<file path="src/rtl/dco_loop_filter.sv">
// dco_loop_filter: PI loop filter driving the DCO tuning word s_mtrx.
// Optional lock detector enabled by defining DCO_LOOP_LOCK_DET_EN.
module dco_loop_filter #(
   parameter int ERR_W    = 8,
   parameter int KP_SHIFT = 1,
   parameter int KI_SHIFT = 4,
   parameter int ACC_FRAC = 6,
   parameter int LOCK_WIN = 2,
   parameter int LOCK_CNT = 16
) (
   input  logic             clk,
   input  logic             rst_n,
   input  logic             en,
   input  logic             err_valid,
   input  logic [ERR_W-1:0] err,
   input  logic             load_init,
   input  logic [7:0]       code_init,
   output logic [7:0]       s_mtrx,
   output logic             code_valid,
   output logic             sat_hi,
   output logic             sat_lo,
   output logic             locked
);

   localparam int IW = 8 + ACC_FRAC + 2;
   localparam int SW = IW + 1;

   localparam logic signed [IW-1:0] I_RST    = IW'(128 << ACC_FRAC);
   localparam logic signed [SW-1:0] I_MAX    = SW'((256 << ACC_FRAC) - 1);
   localparam logic signed [SW-1:0] CODE_MAX = SW'(255);

   localparam logic [1:0] S_IDLE   = 2'd0;
   localparam logic [1:0] S_TRACK  = 2'd1;
   localparam logic [1:0] S_LOCKED = 2'd2;

   logic signed [IW-1:0] i_q, i_d;
   logic signed [SW-1:0] p_q, p_d;
   logic                 valid1_q, valid1_d;
   logic [7:0]           code_q, code_d;
   logic                 cv_q, cv_d;
   logic                 shi_q, shi_d;
   logic                 slo_q, slo_d;
   logic [1:0]           st_q, st_d;

   logic signed [SW-1:0] err_x;
   logic signed [SW-1:0] i_ext;
   logic signed [SW-1:0] i_sum;
   logic signed [SW-1:0] sum;
   logic signed [SW-1:0] q;
   logic                 stage2;

   assign err_x  = $signed({{(SW-ERR_W){err[ERR_W-1]}}, err});
   assign i_ext  = $signed({i_q[IW-1], i_q});
   assign i_sum  = i_ext + (err_x <<< (ACC_FRAC - KI_SHIFT));
   assign sum    = i_ext + p_q;
   assign q      = sum >>> ACC_FRAC;
   assign stage2 = valid1_q && (st_q != S_IDLE);

   // Filter datapath: integrate with anti-windup, then saturate the code.
   always_comb begin
      i_d      = i_q;
      p_d      = p_q;
      valid1_d = 1'b0;
      code_d   = code_q;
      cv_d     = 1'b0;
      shi_d    = shi_q;
      slo_d    = slo_q;
      if (load_init) begin
         i_d    = $signed({2'b00, code_init, {ACC_FRAC{1'b0}}});
         code_d = code_init;
         shi_d  = 1'b0;
         slo_d  = 1'b0;
      end else if (en) begin
         if (stage2) begin
            cv_d = 1'b1;
            if (sum[SW-1]) begin
               code_d = 8'd0;
               shi_d  = 1'b0;
               slo_d  = 1'b1;
            end else if (q > CODE_MAX) begin
               code_d = 8'd255;
               shi_d  = 1'b1;
               slo_d  = 1'b0;
            end else begin
               code_d = q[7:0];
               shi_d  = 1'b0;
               slo_d  = 1'b0;
            end
         end
         if (err_valid) begin
            valid1_d = 1'b1;
            p_d      = err_x <<< (ACC_FRAC - KP_SHIFT);
            if (i_sum[SW-1])
               i_d = '0;
            else if (i_sum > I_MAX)
               i_d = I_MAX[IW-1:0];
            else
               i_d = i_sum[IW-1:0];
         end
      end
   end

`ifdef DCO_LOOP_LOCK_DET_EN
   localparam int CW = $clog2(LOCK_CNT + 1);
   localparam logic [CW-1:0]        CNT_MAX = CW'(LOCK_CNT);
   localparam logic signed [SW-1:0] WIN_P   = SW'(LOCK_WIN);
   localparam logic signed [SW-1:0] WIN_N   = -WIN_P;

   logic [CW-1:0] cnt_q, cnt_d;
   logic          win_q, win_d;
   logic          in_win;

   assign in_win = (err_x >= WIN_N) && (err_x <= WIN_P);

   // Lock FSM: count in-window samples as their codes are issued.
   always_comb begin
      st_d  = st_q;
      cnt_d = cnt_q;
      win_d = win_q;
      if (!en) begin
         st_d  = S_IDLE;
         cnt_d = '0;
      end else begin
         if (st_q == S_IDLE)
            st_d = S_TRACK;
         if (load_init) begin
            // a preset restarts acquisition, so lock must be re-earned
            cnt_d = '0;
            st_d  = S_TRACK;
         end else begin
            if (err_valid)
               win_d = in_win;
            if (stage2) begin
               if (win_q) begin
                  if (cnt_q != CNT_MAX)
                     cnt_d = cnt_q + CW'(1);
                  if (cnt_d == CNT_MAX)
                     st_d = S_LOCKED;
               end else begin
                  cnt_d = '0;
                  st_d  = S_TRACK;
               end
            end
         end
      end
   end

   // Lock counter and window flag registers.
   always_ff @(posedge clk or negedge rst_n) begin
      if (!rst_n) begin
         cnt_q <= '0;
         win_q <= 1'b0;
      end else begin
         cnt_q <= cnt_d;
         win_q <= win_d;
      end
   end

   assign locked = (st_q == S_LOCKED);
`else
   // Enable-only FSM when lock detection is not built.
   always_comb begin
      st_d = en ? S_TRACK : S_IDLE;
   end

   assign locked = 1'b0;
`endif

   // Pipeline, integrator and output registers.
   always_ff @(posedge clk or negedge rst_n) begin
      if (!rst_n) begin
         i_q      <= I_RST;
         p_q      <= '0;
         valid1_q <= 1'b0;
         code_q   <= 8'd128;
         cv_q     <= 1'b0;
         shi_q    <= 1'b0;
         slo_q    <= 1'b0;
         st_q     <= S_IDLE;
      end else begin
         i_q      <= i_d;
         p_q      <= p_d;
         valid1_q <= valid1_d;
         code_q   <= code_d;
         cv_q     <= cv_d;
         shi_q    <= shi_d;
         slo_q    <= slo_d;
         st_q     <= st_d;
      end
   end

   assign s_mtrx     = code_q;
   assign code_valid = cv_q;
   assign sat_hi     = shi_q;
   assign sat_lo     = slo_q;

endmodule

</file>
<file path="config.mk">
export PLATFORM = sky130hd
export DESIGN_NAME = dco_loop_filter
export DESIGN_NICKNAME = d
export VERILOG_FILES = /design/src/rtl/dco_loop_filter.sv
export SDC_FILE = /design/constraint.sdc
export NUM_CORES = 1
export LEC_CHECK = 0
export BUFFER_PORTS_ARGS = -buffer_cell sky130_fd_sc_hd__buf_4
export CAP_MARGIN = 20
export CORE_MARGIN = 2
export CORE_UTILIZATION = 58
export CTS_BUF_LIST = sky130_fd_sc_hd__clkbuf_16
export DETAILED_ROUTE_END_ITERATION = 10
export PLACE_DENSITY = 0.85
export SYNTH_ARGS = -nofsm -noshare
export SYNTH_HDL_FRONTEND = slang
export SYNTH_SLANG_ARGS = --single-unit
export TNS_END_PERCENT = 10
</file>
<file path="constraint.sdc">
create_clock -name clk -period 3 [get_ports clk]
set_input_delay 0.15 -clock clk [delete_from_list [all_inputs] [get_ports clk]]
set_output_delay 0.15 -clock clk [all_outputs]
set_load 0.01 [all_outputs]
</file>
* Yosys cells after proc, flatten, opt, wreduce, memory -nomap -nowiden *
Index checks and enable logic that the tools add are counted.

word-level totals
  bits of input ports = 21
  logic and storage cells = 47
  memories kept = 0
  latch bits = 0
  output and inout bits = 12
  bits in writable memories = 0
  register bits after elaboration = 37
  ROM bits = 0

operators by class
  divide/modulo/power cells = 0
  equal/unequal tests = 0
  order comparisons = 2
  shift operators = 0
  multiplexer cells = 26
  bitwise gates (word level) = 1
  add/subtract/negate cells = 2
  multiply operators = 0
  reductions and logical operators = 8

operators with widths
  cell                                                                                number
  16-bit two-way mux                                                                  5
  8-bit two-way mux                                                                   5
  16-bit by 10-bit adder with 17-bit output                                           1
  16-bit by 13-bit adder with 17-bit output                                           1
  17-bit by 15-bit greater-than comparator with 1-bit output (second input constant)  1
  1-bit two-way mux                                                                   16
  11-bit by 9-bit greater-than comparator with 1-bit output (second input constant)   1
  2-bit nonzero test                                                                  4
  2-bit AND reduction                                                                 2
  3-bit AND reduction                                                                 1
  1-bit logical AND                                                                   1
  1-bit NOT                                                                           1

* Depth between registers and ports, before layout *
  depth after elaboration = 7
  depth in mapped cells = 10
  depth with buffers taken out = 10

* Worst setup path before layout *
OpenSTA, ideal clock, no wires.

  path kind = register to register
  start point = reg i_q[2]
  end point = reg i_q[3]
  clock period less this slack = 2.372 ns
  library setup time = 0.139 ns
  required time = 2.861 ns
  arrival time = 2.233 ns
  path buffers = 0
  path slack = 0.628 ns
  cell stages (with the launch flop) = 11
  cells stage by stage = dfrtp_1 ha_1 inv_1 fa_1 nand2b_1 a21o_1 a21oi_1 o21ai_0 a211o_1 o21bai_4 o221ai_2

on the way
  longest elaborated chain between the ends = 7

RTL lines
  item                                                        RTL line  RTL
  start: declaration                                          36        logic signed [IW-1:0] i_q, i_d;
  start signal: assignment                                    181       i_q <= i_d;
  16-bit by 10-bit adder with 17-bit output (*)               54        assign i_sum = i_ext + (err_x <<< (ACC_FRAC - KI_SHIFT));
  17-bit by 15-bit greater-than comparator with 1-bit output  95        else if (i_sum > I_MAX)
  16-bit two-way mux                                          95
  16-bit two-way mux (*)                                      93        if (i_sum[SW-1])
  16-bit two-way mux (*)                                      90        if (err_valid) begin
  16-bit two-way mux (*)                                      73        end else if (en) begin
  16-bit two-way mux (*)                                      68        if (load_init) begin

Mark *: on every way between the ends. The rest lies on a longest branch, timed or not. The select of a mux whose other input is x is not followed.
A chain may end at the register's enable or synchronous reset.

* Worst setup path after layout *
  start point = reg i_q[2]
  end point = reg i_q[6]

Same word-level chain as after synthesis.

==> flow_metrics.tcl <==
set metrics [dict create \
    status "completed" \
    fmax_mhz 376 \
    hold_start "en" \
    coreArea_sq_um 4350 \
    reg2reg_depth 10 \
    fin_crit_sh 0.887 \
    start_util 0.600 \
    routed_wl_microns 6430 \
    gp_congestion 0.954 \
    max-slew-margin-rel 0.331 \
    ff2ff_setup_slack_ns 0.34 \
    min_path_cells 1 \
    syn_inst 272 \
    netlist_top_cells_count "dfrtp_1 (33), a21oi_1 (24), ha_1 (24)" \
    overflow 0 \
    irDropWorstVdd_mv 0.292 \
    clk_latency_ns 0.29 \
    synth_cell_types 51 \
    path_clk_slew_ns 0.06 \
    postSynthAreaPerCell_sq_um 9.61 \
    boundaryPins 33 \
    grt_max_degree 36 \
    grt_pass1_wl_microns 10700 \
    p_leak_nw 1.40 \
    synth_area_leaders "dfrtp_1 (32%), ha_1 (11%), a21oi_1 (4.6%), a22oi_1 (4.0%), o211ai_1 (4.0%)" \
    grt_use_total 0.273 \
    ctsHoldBuffers 1 \
    maxCapViolations 0 \
    synth_nets 319 \
    wire_per_inst_microns 17.9 \
    synth_top_area_share 0.316 \
    cts_made_buffers 5 \
    hpwl_microns 4710 \
    crit_type "flip-flop to flip-flop" \
    synth-async-reset-ratio 1.00 \
    die-area_sq_um 5060 \
    vias 2249 \
    placementRows 24 \
    post-route-drc-count 0 \
    grt_pass1_vias 2245 \
    slew_violations 0 \
    cts-resized-gates 0 \
    cp-end-kind "flip-flop" \
    tightest_slew_ns 1.00 \
    dp.cells 350 \
    finalHoldViolCount 0 \
    fin_crit_ns 2.66 \
    whs_endpoint "st_q[0]" \
    yosys_warnings 0 \
    cts_buffer_depth 2 \
    synth_area_sq_um 2610 \
    setup_violations 0 \
    placed_area_sq_um 2890 \
    cts_sinks 35 \
    drtIter0Drc 175 \
    skew_ns 0.00706 \
    cts_tree "yes" \
    r2r-start "i_q[2]" \
    diodes 0 \
    grt_antenna_before_repair 0 \
    drtPass1Iterations 4 \
    yosysMostFrequentCell "dfrtp_1" \
    cts_root_buffer "clkbuf_16" \
    cp.arrival_ns 2.81 \
    required_ns 3.15 \
    syn2layout_area_growth_pct 16.3 \
    port_buffers 31 \
    die_y_microns 71.1 \
    start_kind "flip-flop" \
    cts_setup_buffers 0 \
    power.density_nw_per_um2 599 \
    rsz0062_at_grt "false" \
    synth_largest_area_cell "dfrtp_1" \
    ys.flop_type "dfrtp_1" \
    min-delay-path-class "input pin to flip-flop" \
    layout.cells.non_filler 359 \
    seq_area_frac_synth 0.336 \
    ys_seq_elements 35 \
    final_nets 353 \
    cp_max_fo 8 \
    fin_tns_setup_ns 0 \
    drive_gt1_frac 0.189 \
    synth_edf_count 0 \
    route.antenna.remaining_nets 0 \
    stdcell_area_sq_um 3040 \
    dieWidth_microns 71.1 \
    r2r_end "i_q[6]" \
    cts_max_level 2 \
    vias_per_cell 6.26 \
]
[routing by layer]
metal  global-route usage  vias up  part of all wire
met5                    0        -                 0
met4               0.0985        0             0.025
met3               0.0613       14             0.063
met2                0.449       81              0.48
met1                0.354     1061              0.43
li1                     -     1093                 -
[worst max-delay path by stage]
stage           start  slack, ns  depth (start not counted)  endpoint
6_report       i_q[2]       0.34                         10    i_q[6]
5_1_grt        i_q[2]       0.19                         10    i_q[6]
4_1_cts        i_q[2]       0.36                         10    i_q[6]
3_5_place_dp   i_q[2]       0.40                         10    i_q[4]
3_3_place_gp   i_q[2]       0.49                         10    i_q[3]
2_1_floorplan  i_q[2]       0.63                         10    i_q[3]
[power breakdown]
group,switching (mW),internal [mW]
registers,0.0568,0.538
logic,0.410,0.324
clock network,0.192,0.300
[state kept, by name, summed over array words and instances, names as in the netlist]
name        flops
code_valid      1
s_mtrx          8
valid1_q        1
p_q             8
sat_hi          1
sat_lo          1
i_q            14
st_q            1
[critical path, cell delays in order (launching register included)]
cell,delay [ns]
dfrtp_1,0.35
ha_1,0.20
inv_1,0.07
fa_1,0.39
nand2b_1,0.17
a21o_1,0.19
a21oi_1,0.24
o21ai_0,0.18
a211o_1,0.35
o21bai_4,0.23
o211ai_1,0.14
[cells by family after synthesis]
kind of cell,synth area share
XOR/XNOR,0.0565
multiplexers,0.0340
AND/OR/NAND/NOR,0.104
AO/OA/AOI/OAI,0.309
flip-flops,0.336
other,0.00143
adder cells (fa/ha/maj),0.130
buffers and inverters,0.0287
[area by class of cell]
class,instances,area (sq um)
multi-input cells,218,1660
inverters,13,48.8
fillers,326,1310
well taps,52,65.1
clock buffers,5,125
flip-flops and latches,35,878
clock inverters,3,12.5
repair buffers,33,250
[per-stage QoR]
step / hold WS (ns) / power (mW) / setup slack (ns) / util
6_report: 0.0184 / 1.82 / 0.340 / 0.698
5_1_grt: 0.0170 / 1.93 / 0.189 / 0.698
4_1_cts: 0.0142 / 1.81 / 0.362 / 0.698
3_5_place_dp: 0.125 / 1.32 / 0.395 / 0.664
3_3_place_gp: 0.119 / 1.30 / 0.495 / 0.664
2_1_floorplan: -0.146 / 1.13 / 0.628 / -
[placed cells by master, fill, tap and decap left out, types with 2 or more instances in the layout]
cell type   n
ha_1       24
fa_1        2
a211oi_1    6
clkbuf_16   5
o21a_1      6
nor3_1      6
o21ai_0    13
o21ai_1     2
mux2_2      7
nor2b_1     5
nand3_1     2
nand2b_1    4
o22ai_1     3
o211ai_1   14
nand4_1     2
a21o_1      9
xor2_1      8
nor2_1     12
inv_1      14
a22oi_1    14
dfrtp_1    33
xnor2_1     7
buf_4      32
nand2_1    20
o21bai_1    3
a21oi_1    24
dfstp_2     2
or3_1       2
and2_1      2
No activity file was read; power rests on OpenSTA's default activity.
